--- src/rtl/sseg_apb_ctrl_pkg.sv ---
// Shared constants for the APB seven-segment scan controller: register map, CTRL
// field positions, display source encodings and the active-low glyph table.
package sseg_apb_ctrl_pkg;

  localparam logic [7:0] OffCtrl   = 8'h00;
  localparam logic [7:0] OffValue  = 8'h04;
  localparam logic [7:0] OffPeriod = 8'h08;
  localparam logic [7:0] OffStatus = 8'h0C;

  localparam int unsigned CtrlEnBit    = 0;
  localparam int unsigned CtrlSrcLsb   = 1;
  localparam int unsigned CtrlAutoBit  = 3;
  localparam int unsigned CtrlBlankLsb = 4;
  localparam int unsigned CtrlRotLsb   = 8;

  localparam int unsigned PeriodMin = 16;

  typedef enum logic [1:0] {
    SrcAddr  = 2'd0,
    SrcData  = 2'd1,
    SrcIn    = 2'd2,
    SrcValue = 2'd3
  } src_e;

  // Segments {a,b,c,d,e,f,g}, a = MSB, 0 = lit; entry 15 (F) first.
  localparam logic [15:0][6:0] GlyphTbl = {
    7'h38, 7'h30, 7'h42, 7'h31, 7'h60, 7'h08, 7'h04, 7'h00,
    7'h0F, 7'h20, 7'h24, 7'h4C, 7'h06, 7'h12, 7'h4F, 7'h01
  };

  // Auto rotation cycles the three hex sources and never lands on VALUE.
  function automatic src_e next_auto_src(src_e cur);
    unique case (cur)
      SrcAddr: return SrcData;
      SrcData: return SrcIn;
      default: return SrcAddr;
    endcase
  endfunction

endpackage

--- src/rtl/sseg_hex_decode.sv ---
// Combinational hex digit to active-low seven-segment pattern.
module sseg_hex_decode
  import sseg_apb_ctrl_pkg::*;
(
  input  logic [3:0] nibble_i,
  output logic [6:0] seg_o
);

  assign seg_o = GlyphTbl[nibble_i];

endmodule

--- src/rtl/sseg_apb_ctrl.sv ---
// APB-programmable four-digit multiplexed hex display driver with per-frame
// source shadowing, optional automatic source rotation and digit blanking.
module sseg_apb_ctrl
  import sseg_apb_ctrl_pkg::*;
#(
  parameter int unsigned PERIOD_W   = 21,
  parameter int unsigned PERIOD_RST = 400000
) (
  input  logic        clk,
  input  logic        rst_n,
  input  logic        psel,
  input  logic        penable,
  input  logic        pwrite,
  input  logic [7:0]  paddr,
  input  logic [31:0] pwdata,
  output logic [31:0] prdata,
  output logic        pready,
  output logic        pslverr,
  input  logic [15:0] src0,
  input  logic [15:0] src1,
  input  logic [15:0] src2,
  output logic [3:0]  enable,
  output logic [6:0]  LED_out
);

  logic [15:0]         ctrl_q, ctrl_d;
  logic [15:0]         value_q, value_d;
  logic [PERIOD_W-1:0] period_q, period_d;
  logic [15:0]         shadow_q, shadow_d;
  logic [PERIOD_W-1:0] tick_q, tick_d;
  logic [1:0]          digit_q, digit_d;
  logic [7:0]          frame_q, frame_d;
  logic [7:0]          rot_q, rot_d;
  src_e                cur_src_q, cur_src_d;

  logic        access, addr_hit, bad, wr_ok, boundary;
  logic        wr_ctrl, wr_value, wr_period;
  logic [7:0]  reg_addr;
  logic [31:0] rdata;
  logic [PERIOD_W-1:0] period_wval;

  logic       en, auto_en;
  src_e       src_sel;
  logic [3:0] blank;
  logic [7:0] rot_frames;
  logic [3:0] nibble;
  logic [6:0] seg;
  logic       unused_apb;

  assign en         = ctrl_q[CtrlEnBit];
  assign auto_en    = ctrl_q[CtrlAutoBit];
  assign src_sel    = src_e'(ctrl_q[CtrlSrcLsb +: 2]);
  assign blank      = ctrl_q[CtrlBlankLsb +: 4];
  assign rot_frames = ctrl_q[CtrlRotLsb +: 8];

  assign reg_addr = {paddr[7:2], 2'b00};
  assign access   = psel & penable;
  assign addr_hit = (reg_addr == OffCtrl) | (reg_addr == OffValue) |
                    (reg_addr == OffPeriod) | (reg_addr == OffStatus);
  assign bad      = access & (~addr_hit | (pwrite & (reg_addr == OffStatus)));
  assign wr_ok    = access & pwrite & ~bad;
  assign wr_ctrl   = wr_ok & (reg_addr == OffCtrl);
  assign wr_value  = wr_ok & (reg_addr == OffValue);
  assign wr_period = wr_ok & (reg_addr == OffPeriod);

  assign unused_apb = ^{paddr[1:0], pwdata[31:16]};

  always_comb begin
    rdata = '0;
    case (reg_addr)
      OffCtrl:   rdata = {16'h0, ctrl_q};
      OffValue:  rdata = {16'h0, value_q};
      OffPeriod: rdata = 32'(period_q);
      OffStatus: rdata = {16'h0, frame_q, 4'h0, cur_src_q, digit_q};
      default:   rdata = '0;
    endcase
  end

  // Bus outputs are gated by reset so an in-flight access reads as idle.
  assign pready  = access & rst_n;
  assign pslverr = bad & rst_n;
  assign prdata  = (access & ~pwrite & ~bad & rst_n) ? rdata : '0;

  assign period_wval = pwdata[PERIOD_W-1:0];

  always_comb begin
    ctrl_d   = ctrl_q;
    value_d  = value_q;
    period_d = period_q;
    if (wr_ctrl)  ctrl_d  = pwdata[15:0];
    if (wr_value) value_d = pwdata[15:0];
    if (wr_period) begin
      period_d = (period_wval < PERIOD_W'(PeriodMin)) ? PERIOD_W'(PeriodMin) : period_wval;
    end
  end

  // Scan timing and frame-boundary bookkeeping all use pre-write register values.
  always_comb begin
    tick_d    = tick_q;
    digit_d   = digit_q;
    frame_d   = frame_q;
    rot_d     = rot_q;
    cur_src_d = cur_src_q;
    shadow_d  = shadow_q;
    boundary  = 1'b0;

    if (!en) begin
      tick_d  = '0;
      digit_d = '0;
      frame_d = '0;
    end else if (wr_period) begin
      tick_d = '0;
    end else if (tick_q == period_q - PERIOD_W'(1)) begin
      tick_d   = '0;
      digit_d  = digit_q + 2'd1;
      boundary = (digit_q == 2'd3);
    end else begin
      tick_d = tick_q + PERIOD_W'(1);
    end

    if (!en || !auto_en) rot_d = '0;

    if (boundary) begin
      frame_d = frame_q + 8'd1;
      if (!auto_en) begin
        cur_src_d = src_sel;
      end else if (rot_frames != 8'd0) begin
        if (rot_q >= rot_frames - 8'd1) begin
          rot_d     = '0;
          cur_src_d = next_auto_src(cur_src_q);
        end else begin
          rot_d = rot_q + 8'd1;
        end
      end
      unique case (cur_src_d)
        SrcAddr:  shadow_d = src0;
        SrcData:  shadow_d = src1;
        SrcIn:    shadow_d = src2;
        SrcValue: shadow_d = value_q;
      endcase
    end
  end

  always_ff @(posedge clk or negedge rst_n) begin
    if (!rst_n) begin
      ctrl_q    <= '0;
      value_q   <= '0;
      period_q  <= PERIOD_W'(PERIOD_RST);
      shadow_q  <= '0;
      tick_q    <= '0;
      digit_q   <= '0;
      frame_q   <= '0;
      rot_q     <= '0;
      cur_src_q <= SrcAddr;
    end else begin
      ctrl_q    <= ctrl_d;
      value_q   <= value_d;
      period_q  <= period_d;
      shadow_q  <= shadow_d;
      tick_q    <= tick_d;
      digit_q   <= digit_d;
      frame_q   <= frame_d;
      rot_q     <= rot_d;
      cur_src_q <= cur_src_d;
    end
  end

  assign nibble = shadow_q[{digit_q, 2'b00} +: 4];

  sseg_hex_decode u_hex_decode (
    .nibble_i(nibble),
    .seg_o   (seg)
  );

  assign enable  = en ? (~(4'b0001 << digit_q) | blank) : 4'b1111;
  assign LED_out = en ? seg : 7'b1111111;

endmodule

--- config.mk ---
export PLATFORM = sky130hd
export DESIGN_NAME = sseg_apb_ctrl
export DESIGN_NICKNAME = d
export VERILOG_FILES = /design/src/rtl/sseg_apb_ctrl_pkg.sv /design/src/rtl/sseg_hex_decode.sv /design/src/rtl/sseg_apb_ctrl.sv
export SDC_FILE = /design/constraint.sdc
export NUM_CORES = 1
export LEC_CHECK = 0
export ABC_CLOCK_PERIOD_IN_PS = 3400
export CAP_MARGIN = 20
export CORE_MARGIN = 3
export CORE_UTILIZATION = 50
export CTS_BUF_LIST = sky130_fd_sc_hd__clkbuf_4
export DETAILED_ROUTE_END_ITERATION = 7
export PLACE_DENSITY = 0.82
export SYNTH_ARGS = -nofsm -noshare
export SYNTH_HDL_FRONTEND = slang
export SYNTH_SLANG_ARGS = --single-unit
--- constraint.sdc ---
create_clock -name clk -period 3.4 [get_ports clk]
set_clock_uncertainty 0.2 [all_clocks]
set_input_delay 0.68 -clock clk [delete_from_list [all_inputs] [get_ports clk]]
set_output_delay 0.68 -clock clk [all_outputs]
set_load 0.05 [all_outputs]
# Yosys cells after proc, flatten, opt, wreduce, memory -nomap -nowiden
# Memories as Yosys holds them, arrays and structs flattened.
# Index checks and enable logic that the tools add are counted.
dict set report op_classes {
  addsub 6
  order_cmp 3
  shifts 2
  n_reduce_logical 8
  bitwise_logic 22
  eq_ne 12
  n_mux 28
}
# operator count
set ops {}
lappend ops {{$mux W21} 4}
lappend ops {{$pmux W21 S4} 1}
lappend ops {{$pmux W16 S4} 1}
lappend ops {{$mux W8} 7}
lappend ops {{$mux W32} 1}
lappend ops {{$add A21 B1 Y21 const B} 1}
lappend ops {{$eq A21 B21 Y1} 1}
lappend ops {{$lt A21 B5 Y1 const B} 1}
lappend ops {{$sub A21 B1 Y21 const B} 1}
lappend ops {{$add A8 B1 Y8 const B} 2}
lappend ops {{$shiftx A16 B5 Y4} 1}
lappend ops {{$mux W2} 7}
lappend ops {{$mux W7} 2}
lappend ops {{$and A1 B1 Y1} 13}
lappend ops {{$eq A6 B2 Y1 const B} 2}
lappend ops {{$ge A8 B8 Y1} 1}
lappend ops {{$logic_not A8 Y1} 1}
lappend ops {{$reduce_bool A8 Y1} 1}
lappend ops {{$sub A8 B1 Y8 const B} 1}
lappend ops {{$eq A2 B2 Y1 const B} 3}
lappend ops {{$eq A6 B1 Y1 const B} 1}
lappend ops {{$lt A4 B5 Y1 const B} 1}
lappend ops {{$eq A2 B1 Y1 const B} 2}
lappend ops {{$logic_not A2 Y1} 2}
lappend ops {{other kinds (14)} 23}
dict set report word_totals {
  reg_bits 110
  output_inout_bits 45
  n_memories 1
  mem_bits_ro 112
}
# name words width rd rd_ports_with_merged_regs wr line_no
set mem_list {}
lappend mem_list {{(name not given)} 16 7 1 0 0 sseg_hex_decode.sv:9} ;# assign seg_o = GlyphTbl[nibble_i];

# Depth between registers and ports, before layout
# Gate-level depths: netlist of run 1.
dict set report logic_depth {
  ltp_word 15
  ltp_mapped 16
}

# Modules after synthesis
# A second synthesis of run 1 with hierarchy kept.
dict set report unflattened {
  cells_unflattened 848
  hier_area_um2 7369.6
}
# module seq_area_each_um2 cells_per_inst area_each_um2 n_inst
set modules_own_cells {}
lappend modules_own_cells {sseg_apb_ctrl 2760.1 813 7121.8 1}
lappend modules_own_cells {sseg_hex_decode 0.0 35 247.7 1}

# Worst setup path after synthesis of run 1
# Ideal clock, no wire load.
dict set report synth_path {
  path_type {register -> register}
  from {register ctrl_q[12]}
  to {register shadow_q[10]}
  setup_ns 0.126
  stages_incl_launch_ff 13
  arrival_ns 3.424
  t_required_ns 3.074
  slack_ns -0.350
  path_cell_list {dfrtp_1 -> nor3_1 -> nand3_1 -> xor2_1 -> ha_1 -> nand4_1 -> o311ai_1 -> a21oi_1 -> nor3_1 -> buf_1 -> buf_1 -> mux2i_1 -> a21oi_1}
}
dict set report synth_between {
  elab_chain_cells 8
  elab_cells_between_ends 12
  classes_between {add/sub (1); order compare (1); eq/ne (3); mux (5); reduce/logical (2)}
}
# element line_no
set synth_lines {}
lappend synth_lines {{from (decl)} sseg_apb_ctrl.sv:26} ;# logic [15:0] ctrl_q, ctrl_d;
lappend synth_lines {{from (signal assigned)} sseg_apb_ctrl.sv:156} ;# ctrl_q <= ctrl_d;
lappend synth_lines {{$sub A8 B1 Y8} sseg_apb_ctrl.sv:128} ;# if (rot_q >= rot_frames - 8'd1) begin
lappend synth_lines {{$ge A8 B8 Y1} sseg_apb_ctrl.sv:128}
lappend synth_lines {{$mux W2} sseg_apb_ctrl.sv:128}
lappend synth_lines {{$mux W2 (*)} sseg_apb_ctrl.sv:127} ;# end else if (rot_frames != 8'd0) begin
lappend synth_lines {{$mux W2 (*)} sseg_apb_ctrl.sv:125} ;# if (!auto_en) begin
lappend synth_lines {{$mux W2 (*)} sseg_apb_ctrl.sv:123} ;# if (boundary) begin
lappend synth_lines {{$eq A2 B2 Y1, or another cell as far along} sseg_apb_ctrl.sv:135} ;# unique case (cur_src_d)
lappend synth_lines {{$pmux W16 S4 (*)} sseg_apb_ctrl.sv:135}
lappend synth_lines {{to (signal assigned)} sseg_apb_ctrl.sv:159} ;# shadow_q <= shadow_d;
lappend synth_lines {{to (decl)} sseg_apb_ctrl.sv:29} ;# logic [15:0] shadow_q, shadow_d;
# Every way passes the cells marked *; elsewhere a longest branch is shown, timed or not. The select of a mux whose other input is x is not followed.
# A chain may end at the register's enable or synchronous reset.

# Worst setup path after layout of run 1
dict set report layout_path {
  from {register digit_q[0]}
  to {output LED_out[6]}
}
dict set report layout_between {
  elab_chain_cells 4
}
# element line_no
set layout_lines {}
lappend layout_lines {{from (decl)} sseg_apb_ctrl.sv:31} ;# logic [1:0] digit_q, digit_d;
lappend layout_lines {{from (signal assigned)} sseg_apb_ctrl.sv:161} ;# digit_q <= digit_d;
lappend layout_lines {{$shiftx A16 B5 Y4} sseg_apb_ctrl.sv:168} ;# assign nibble = shadow_q[{digit_q, 2'b00} +: 4];
lappend layout_lines {{$mem_v2 Z16 W7} n/a}
lappend layout_lines {{$mux W7 (not written as such)} sseg_hex_decode.sv:9}
lappend layout_lines {{$mux W7} sseg_apb_ctrl.sv:176} ;# assign LED_out = en ? seg : 7'b1111111;
lappend layout_lines {{to (decl)} sseg_apb_ctrl.sv:23} ;# output logic [6:0] LED_out
# Every way passes these cells. The select of a mux whose other input is x is not followed.

==> results by group, run 1 <==
Outcome
  • Status: finished, violations left
  • Failing checks: setup timing

Yosys
  • Ys async rst share: between 90% and 100%
  • Dominant synthesized flop cell: dfrtp_1
  • Yosys reg bits: 110
  • Warnings, synthesis: 0
  • Synth area leaders: dfrtp_1 (35%), mux2i_1 (5.7%), mux2_2 (5.1%)
  • Post-synth top area cell: dfrtp_1
  • Post-synth top area share: roughly 35%
  • Cell variety after synth: 74
  • Synthesized area: 7520 um2
  • Mean Syn Cell Area: roughly 9.5 um2
  • Seq/Total Area, Yosys: a little under two fifths
  • Post-Syn Instances: 796
  • Count leader, synth: dfrtp_1
  • Number of synthesized flops with an enable pin: 0
  • Synth top cells by count: dfrtp_1 (104), nand2_1 (92), nor2_1 (76)

Floorplan
  • FP Rows: 44
  • Core ar.: 14,600 um2
  • Starting density of the core: 51.4%
  • Die area: ~17,000 um2
  • Die Wd: ~130 um
  • Die Y: 129 um
  • Ports: 138

Timing
  • Final Cycle Share: 101%
  • F_max: 0.291 GHz
  • Final-report hold violation count: 0
  • Unrepaired setup endpoints after global routing: yes
  • Setup TNS: -0.0322 ns
  • Min Tclk post-route: 3.43 ns
  • Final worst slack: -0.0322 ns
  • Max-slew headroom: between 30% and 40%
  • Count of final max-slew check failures: 0
  • Least-Margin Pin Slew: between 0.9 and 1 ns
  • Final Setup Violations: 1

Setup path
  • Most used cell, CP: o211ai_1
  • CP max stage delay: about 0.63 ns
  • Flop2flop setup slack: ~0.010 ns
  • Buf/Inv on CP: 1
  • Crit Path Category: register to output port
  • CP Data Arrival Time: 2.55 ns
  • Kind of cell adding the most delay to the critical path: multiplexers
  • Reg-to-reg critical path startpoint: period_q[3]
  • Worst R2R Path Depth: 11
  • CP max FO: 5
  • Chain of cells forming the critical path: mux4_2 -> ha_1 -> o211ai_1 -> o211ai_1 -> buf_12
  • Setup crit end kind: output port
  • Critical path's slowest cell: mux4_2
  • Reg2reg end: shadow_q[8]
  • Worst Path Required: roughly 2.5 ns
  • Startpoint Class: register

Clocking
  • CTS tree: done
  • Clock H-tree levels: 3
  • Reg clk slew, reported paths: 0.16 ns
  • Sink Count: 110
  • Clk Latency, worst-skew pair: about 0.50 ns
  • CTS buffer count: 9
  • Root buf cell: clkbuf_4
  • CTS Buffer Depth: 2
  • CTS hold repair buffers: 0

Place
  • Hpwl dp: roughly 16,000 um
  • Post-DP Area: 9570 um2
  • Port Buffers: about 110
  • Gpl congestion: between 0.9 and 1

Cells and area
  • Finished Core Util: 70.8%
  • Layout area overhead: 37.8%
  • Design area: roughly 10,000 um2
  • # diodes: 0
  • Final nets: 1,084
  • Fill cell count: 996
  • Share of layout cells above drive strength 1: 28.5%

Power and ir drop
  • PwrDens: 262 nW/um2
  • LEAKAGE: 4.52 nW
  • Pwr Total: 2.72 mW
  • Max VDD drop: 184 uV

Global route
  • First-pass GRT wire length: between 30,000 and 40,000 um
  • GR Overflow Total: 0
  • Vias in the first global route: 6,447
  • Largest net degree at the start of global routing: 70
  • Initial antenna violation count: 0
  • Total global-route track usage: about a quarter

Route
  • # DRC: 0
  • DRT antenna net count: 0
  • Via count: 6,966
  • Avg WL per Cell: 20.7 um
  • Drt first pass iters: 5
  • Post-Route WL: ~24,000 um
  • DR iter-0 viols: 495
  • Post-DR vias/cell: 6.03

Flow run
  • Max cap viols: 0

Hold path
  • Hold Path Class: primary input to async pin
## layer usage
layer  part of all wire [%]  wire, um  vias to the layer above  global-route usage [%]
li1                       -         -                     3200                       -
met1                     40      9500                     3399                    33.1
met2                     50     11900                      297                    42.7
met3                    5.9      1420                       70                    5.06
met4                    4.9      1190                        0                    9.51
met5                      0         0                        -                       0
## layout by cell type, fill, tap and decap left out, types with 18 or more instances in the layout
| master | instances |
|---|---|
| dfrtp_1 | 101 |
| nand2_1 | 89 |
| clkdlybuf4s50_1 | 82 |
| buf_4 | 77 |
| nor2_1 | 71 |
| mux2i_1 | 41 |
| buf_12 | 36 |
| xnor2_1 | 34 |
| mux2_2 | 34 |
| nand3_1 | 19 |
| ha_1 | 19 |
| xor2_1 | 18 |
| nor2b_1 | 18 |
## state kept, by name (all words and copies together) (netlist names)
signal     flops
period_q      21
shadow_q      16
rot_q          8
cur_src_q      2
digit_q        2
ctrl_q        16
frame_q        8
value_q       16
tick_q        21
## logic make-up after synthesis
kind of cell | after synthesis | synth area share, %
and+or+nand+nor | 316 | 21.7
AOI/OAI and AO/OA | 124 | 11.3
DFF | 110 | 36.7
muxes | 93 | 15.6
buffers and inverters | 76 | 4.64
xor gates and xnor gates | 52 | 6.05
adders and majority gates | 24 | 3.99
other | 1 | 0.0498
## repair_timing
item                       in CTS  in global routing
gates cloned                    0                  5
buffers inserted                3                 16
pin swaps                       2                 31
gates resized for setup        11                 81
setup endpoints to repair      24                 54
## area by class of cell
cell class / instances / area, um2 / area share [%]
Timing Repair Buffer: 206 / 2320 / 22.4
Clock inverter: 4 / 25.0 / 0.241
Multi-Input combinational cell: 620 / 4860 / 46.9
Sequential cell: 110 / 2760 / 26.7
Inverter: 20 / 77.6 / 0.748
Clock buffer: 12 / 90.1 / 0.869
Tap cell: 184 / 230 / 2.22
## stage by stage
| stage | hold WS [ns] | setup WS, ns | cells |
|---|---|---|---|
| 2_1_floorplan | 0.184 | 0.0117 | 806 |
| 3_3_place_gp | 0.277 | -0.0194 | 1116 |
| 3_5_place_dp | 0.300 | -0.0722 | 1116 |
| 4_1_cts | 0.0982 | 0.00510 | 1135 |
| 5_1_grt | 0.0878 | -0.107 | 1156 |
| 6_report | 0.0986 | -0.0322 | 1156 |
## worst max-delay path by stage
stage	startpoint	endpoint	depth (start not counted)
CTS	period_q[1]	frame_q[7]	11
detailed placement	period_q[1]	frame_q[7]	11
global route	digit_q[0]	LED_out[3]	7
floorplan	period_q[0]	rot_q[4]	13
global placement	period_q[0]	rot_q[0]	11
finish	digit_q[0]	LED_out[6]	5
## report_power, final
group | total (mW) | switching [mW] | internal (mW)
combinational | 0.724 | 0.373 | 0.351
clock | 0.604 | 0.431 | 0.174
sequential | 1.39 | 0.0496 | 1.34
Power figures use the tool's default switching activity.
==> run 2, diff against run 1 <==
Settings changed: ABC_CLOCK_PERIOD_IN_PS 3400 to 4000, CORE_UTILIZATION 50 to 55, PLACE_DENSITY 0.82 to 0.85, TNS_END_PERCENT from default to 30.
Clock period 3.4 ns to 4 ns, I/O delays scaled along.
==> run 2 against run 1 <==
  * The flow now finishes without violations
  * Die area decreased by 8.7%
  * Routed wire length decreased by 13%
  * Via count decreased by 5.3%
  * Total power decreased by 15%
  * Critical path type unchanged
==> results by group, run 2 (synthesized netlist as in run 1, its figures left out) <==
Timing
  • Final worst slack: 0.144 ns
  • Final Setup Violations: 0
  • F_max: 0.259 GHz
  • Final Cycle Share: 96.4%
  • Count of final max-slew check failures: 0
  • Setup TNS: 0 ns
  • Unrepaired setup endpoints after global routing: yes
  • Max-slew headroom: 43.9%
  • Final-report hold violation count: 0
  • Least-Margin Pin Slew: roughly 0.84 ns
  • Min Tclk post-route: 3.86 ns

Global route
  • Largest net degree at the start of global routing: 62
  • Total global-route track usage: 28.4%
  • GR Overflow Total: 0
  • Vias in the first global route: 6,472
  • First-pass GRT wire length: 33,300 um
  • Initial antenna violation count: 0

Place
  • Placed Cells: 1,064
  • Post-DP Area: between 8000 and 9000 um2
  • Pre-CTS setup slack: 0.227 ns
  • Port Buffers: 113
  • Hpwl dp: 16,000 um
  • Gpl congestion: about 0.96

Route
  • DRT antenna net count: 0
  • DR iter-0 viols: 479
  • Post-DR vias/cell: 6.10
  • Drt first pass iters: 5
  • # DRC: 0
  • Via count: 6,598
  • Avg WL per Cell: a little under 20 um
  • Post-Route WL: 20,800 um

Clocking
  • Reg clk slew, reported paths: roughly 0.17 ns
  • CTS hold repair buffers: 0
  • CTS tree: done
  • CTS buffer count: 9
  • Post-CTS setup buffers: 0
  • Clk Latency, worst-skew pair: roughly 0.50 ns
  • Clock H-tree levels: 3
  • CTS Buffer Depth: 2
  • Root buf cell: clkbuf_4
  • Sink Count: 110

Setup path
  • Startpoint Class: register
  • CP Data Arrival Time: about 2.9 ns
  • Chain of cells forming the critical path: mux4_2 -> inv_1 -> ha_1 -> a21oi_1 -> a21o_1 -> nand2_1 -> dlygate4sd2_1
  • Setup crit end kind: output port
  • CP max FO: 5
  • Worst Path Required: 3.00 ns
  • Critical path's slowest cell: mux4_2
  • Kind of cell adding the most delay to the critical path: buffers and inverters
  • CP max stage delay: approximately 0.63 ns
  • Crit Path Category: register to output port
  • Buf/Inv on CP: 2

Floorplan
  • Die area: 15,100 um2
  • Die Wd: about 120 um
  • Ports: 138
  • Core ar.: 13,300 um2
  • Starting density of the core: between 50% and 60%
  • Die Y: 123 um
  • FP Rows: 42

Cells and area
  • Layout area overhead: 21.9%
  • Register area: 2760 um2
  • Commonest non-fill, non-tap cell in the layout: dfrtp_1
  • Fin cells: around 1,100
  • Share of layout cells above drive strength 1: 15.8%
  • Multi-input gate area: 4490 um2
  • Finished Core Util: 69.0%
  • Fill cell count: 1,022
  • Most frequent cells in the layout: dfrtp_1 (104), nand2_1 (92), clkdlybuf4s50_1 (83)
  • Final nets: 1,016
  • Biggest regs: period_q (21), tick_q (21)
  • Design area: 9170 um2

Power and ir drop
  • PwrDens: between 200 and 300 nW/um2
  • LEAKAGE: 3.99 nW
  • Max VDD drop: 209 uV

Outcome
  • Status: completed

Hold path
  • Hold Path Class: primary input to async pin

Flow run
  • Max cap viols: 0
## run 2: changes by cell type in the layout (fill, tap and decap cells not counted), sizes merged
cell           previous run  this run
clkinv                    3         4
diode                     0         2
clkbuf                   17        10
clkdlybuf4s50            82        83
inv                      20        21
dlygate4sd2               0         3
clkinvlp                  1         0
clkdlybuf4s15             0         1
bufinv                    0         2
buf                     119        50
## run 2: final timing paths
check / startpoint / to / slack [ns] / depth (start not counted)
setup / recovery: digit_q[0] / LED_out[5] / 0.14 / 7
hold / removal: rst_n / shadow_q[13] / 0.30 / 2
setup reg to reg: period_q[0] / frame_q[3] / 0.29 / 11
hold reg to reg: shadow_q[14] / shadow_q[14] / 0.31 / 1
max in group asynchronous: rst_n / shadow_q[3] / 2.15 / 3
min in group clk: shadow_q[14] / shadow_q[14] / 0.31 / 1
## run 2: area by class of cell
class,count,area share (%)
clock inverters,7,1.05
well taps,176,2.40
repair buffers,138,15.9
clock buffers,9,0.737
inverters,20,0.819
multi-input cells,620,48.9
diodes,2,0.0546
flip-flops and latches,110,30.1
## run 2: per-stage QoR
stage | total power [mW] | hold slack [ns]
6_report | 2.31 | 0.302
3_5_place_dp | 1.68 | 0.275
3_3_place_gp | 1.67 | 0.264
4_1_cts | 2.32 | 0.305
5_1_grt | 2.41 | 0.310
2_1_floorplan | 1.48 | 0.244
## run 2: timing repair
action                     4_1_cts  5_1_grt
setup endpoints to repair        5       27
pin swaps                        0        0
hold endpoints to repair         0        0
resized for setup                5        7
## run 2: per-layer routing
layer  wire, um  share of wire [%]  vias to the layer above  track usage [%]
li1           -                  -                     3058                -
met1       8340                 40                     3216             37.1
met2      10300                 49                      265             48.0
met3       1510                7.2                       59             5.49
met4        660                3.2                        0             8.82
met5          0                  0                        -                0
## run 2: report_power, final
part           switching, mW  internal [mW]  leakage, nW
logic                  0.256          0.223         2.41
clock network          0.386          0.256       0.0903
registers             0.0482           1.14         1.49
total                  0.690           1.62         3.99
==> run 3, diff against run 2 <==
Settings changed: ABC_CLOCK_PERIOD_IN_PS 4000 to 4200, CTS_CLUSTER_SIZE from default to 24.
Clock period 4 ns to 4.2 ns, I/O delays scaled along.
==> run 3 against run 2 <==
  * Clock-buffer cell count increased by 3
  * First-iteration DRC count up 7.5%
  * Critical path depth did not move
  * Sequential power down 5%
  * Register-to-register slack worse by 0.06 ns
  * Global-route usage fell by 0.69 points
  * Clock power shrank 23%
  * Sequential share of layout area grew 0.37 points
  * Worst hold slack got worse by 0.047 ns
  * Die area unchanged
  * Setup slack better by 0.058 ns
  * Sequential cell count is the same
  * Critical endpoint is now LED_out[3]
  * Largest cell class unchanged
  * Highest routed layer unchanged
==> results by group, run 3 (synthesized netlist as in run 1, its figures left out) <==
Cells and area
  • Final nets: 1,010
  • Finished Core Util: 68.2%
  • Layout area overhead: 20.5%
  • # diodes: 0
  • Fill cell count: 1,044
  • Share of layout cells above drive strength 1: 14.6%
  • Most frequent cells in the layout: dfrtp_1 (103), nand2_1 (92), clkdlybuf4s50_1 (83)
  • Biggest regs: period_q (21), tick_q (21)
  • Commonest non-fill, non-tap cell in the layout: dfrtp_1

Hold path
  • Hold Path Class: primary input to async pin

Route
  • Via count: 6,502
  • DR iter-0 viols: slightly above 500
  • # DRC: 0
  • Post-DR vias/cell: a little over 6
  • Post-Route WL: 20,700 um
  • DRT antenna net count: 0
  • Drt first pass iters: 5
  • Avg WL per Cell: 19.2 um

Power and ir drop
  • Max VDD drop: ~200 uV
  • Pwr Total: 2.07 mW
  • PwrDens: 229 nW/um2
  • LEAKAGE: 3.93 nW

Place
  • Pre-CTS setup slack: 0.327 ns
  • Gpl congestion: 0.930
  • Hpwl dp: 15,800 um
  • Port Buffers: roughly 110

Setup path
  • Setup crit end kind: output port
  • CP Data Arrival Time: 2.96 ns
  • Crit Path Category: register to output port
  • CP max FO: 10
  • Startpoint Class: register
  • Worst Path Required: 3.16 ns
  • Worst R2R Path Depth: 11

Timing
  • Max-slew headroom: 41.6%
  • Final Setup Violations: 0
  • WHS: 0.255 ns
  • Count of final max-slew check failures: 0
  • Final Cycle Share: 95.2%
  • F_max: 0.250 GHz
  • Least-Margin Pin Slew: a little under 0.9 ns
  • Final-report hold violation count: 0
  • Min Tclk post-route: 4.00 ns
  • Final worst slack: 0.202 ns
  • Setup TNS: 0 ns

Outcome
  • Status: completed

Clocking
  • Post-CTS setup buffers: 0
  • Reg clk slew, reported paths: about 0.17 ns
  • Root buf cell: clkbuf_4
  • Sink Count: 110
  • CTS Buffer Depth: 2
  • CTS hold repair buffers: 0
  • Clock H-tree levels: 3
  • CTS buffer count: 9
  • CTS tree: done
  • Clk Latency, worst-skew pair: 0.50 ns

Global route
  • Total global-route track usage: 27.7%
  • GR Overflow Total: 0
  • Largest net degree at the start of global routing: 71
  • First-pass GRT wire length: between 30,000 and 40,000 um
  • Vias in the first global route: around 6,300
  • Initial antenna violation count: 0

Floorplan
  • Die Y: 123 um
  • Die area: 15,100 um2
  • Die Wd: roughly 120 um
  • Ports: 138
  • Core ar.: 13,300 um2
  • FP Rows: 42
  • Starting density of the core: 56.6%

Flow run
  • Max cap viols: 0
==> run 3: cell count changes in the layout (fill, tap and decap cells not counted), sizes merged <==
cell	delta
dlymetal6s2s	+5
clkdlybuf4s15	-1
buf	-8
bufinv	-2
clkinv	-2
clkbuf	+3
dlygate4sd2	-2
diode	-2
clkinvlp	+1
==> run 3: where the power goes <==
group	total, mW	leakage, nW	internal [mW]	switching, mW
sequential	1.13	1.49	1.09	0.0462
combinational	0.449	2.38	0.210	0.239
clock	0.491	0.0654	0.142	0.349
total	2.07	3.93	1.44	0.634
==> run 3: what timing repair did <==
action                                  in CTS  in global routing
endpoints found under the setup margin       7                  6
resized for setup                            3                  7
pin swaps                                    0                  0
==> run 3: critical path, stage by stage (launching register included) <==
cell	delay, ns
dfrtp_2	0.55
mux4_2	0.61
inv_1	0.16
ha_1	0.27
o211ai_1	0.17
o21ai_0	0.10
nand2_1	0.07
dlygate4sd2_1	0.52
==> run 3: final timing paths <==
check / slack [ns] / start / endpoint
min in group clk: 0.30 / shadow_q[14] / shadow_q[14]
hold / removal: 0.26 / rst_n / value_q[3]
max in group asynchronous: 2.22 / rst_n / digit_q[0]
setup reg to reg: 0.23 / period_q[1] / rot_q[0]
setup / recovery: 0.20 / digit_q[0] / LED_out[3]
hold reg to reg: 0.30 / shadow_q[14] / shadow_q[14]
==> run 3: metal layers <==
layer	global-route usage (%)	part of all wire, %
met1	35.7	41
met2	46.3	49
met3	5.63	6.9
met4	10.3	3.4
met5	0	0
==> run 3: final cells by class <==
type | instances | area, um2 | area share [%]
inverters | 20 | 75.1 | 0.828
clock inverters | 4 | 25.0 | 0.276
flip-flops and latches | 110 | 2760 | 30.5
multi-input cells | 620 | 4470 | 49.3
clock buffers | 12 | 90.1 | 0.994
well taps | 176 | 220 | 2.43
repair buffers | 132 | 1420 | 15.7
==> run 3: through the flow <==
step / cell area (um2) / cells
2_1_floorplan: 7560 / 806
3_3_place_gp: 8940 / 1058
3_5_place_dp: 8940 / 1058
4_1_cts: 9060 / 1074
5_1_grt: 9060 / 1074
6_report: 9060 / 1074
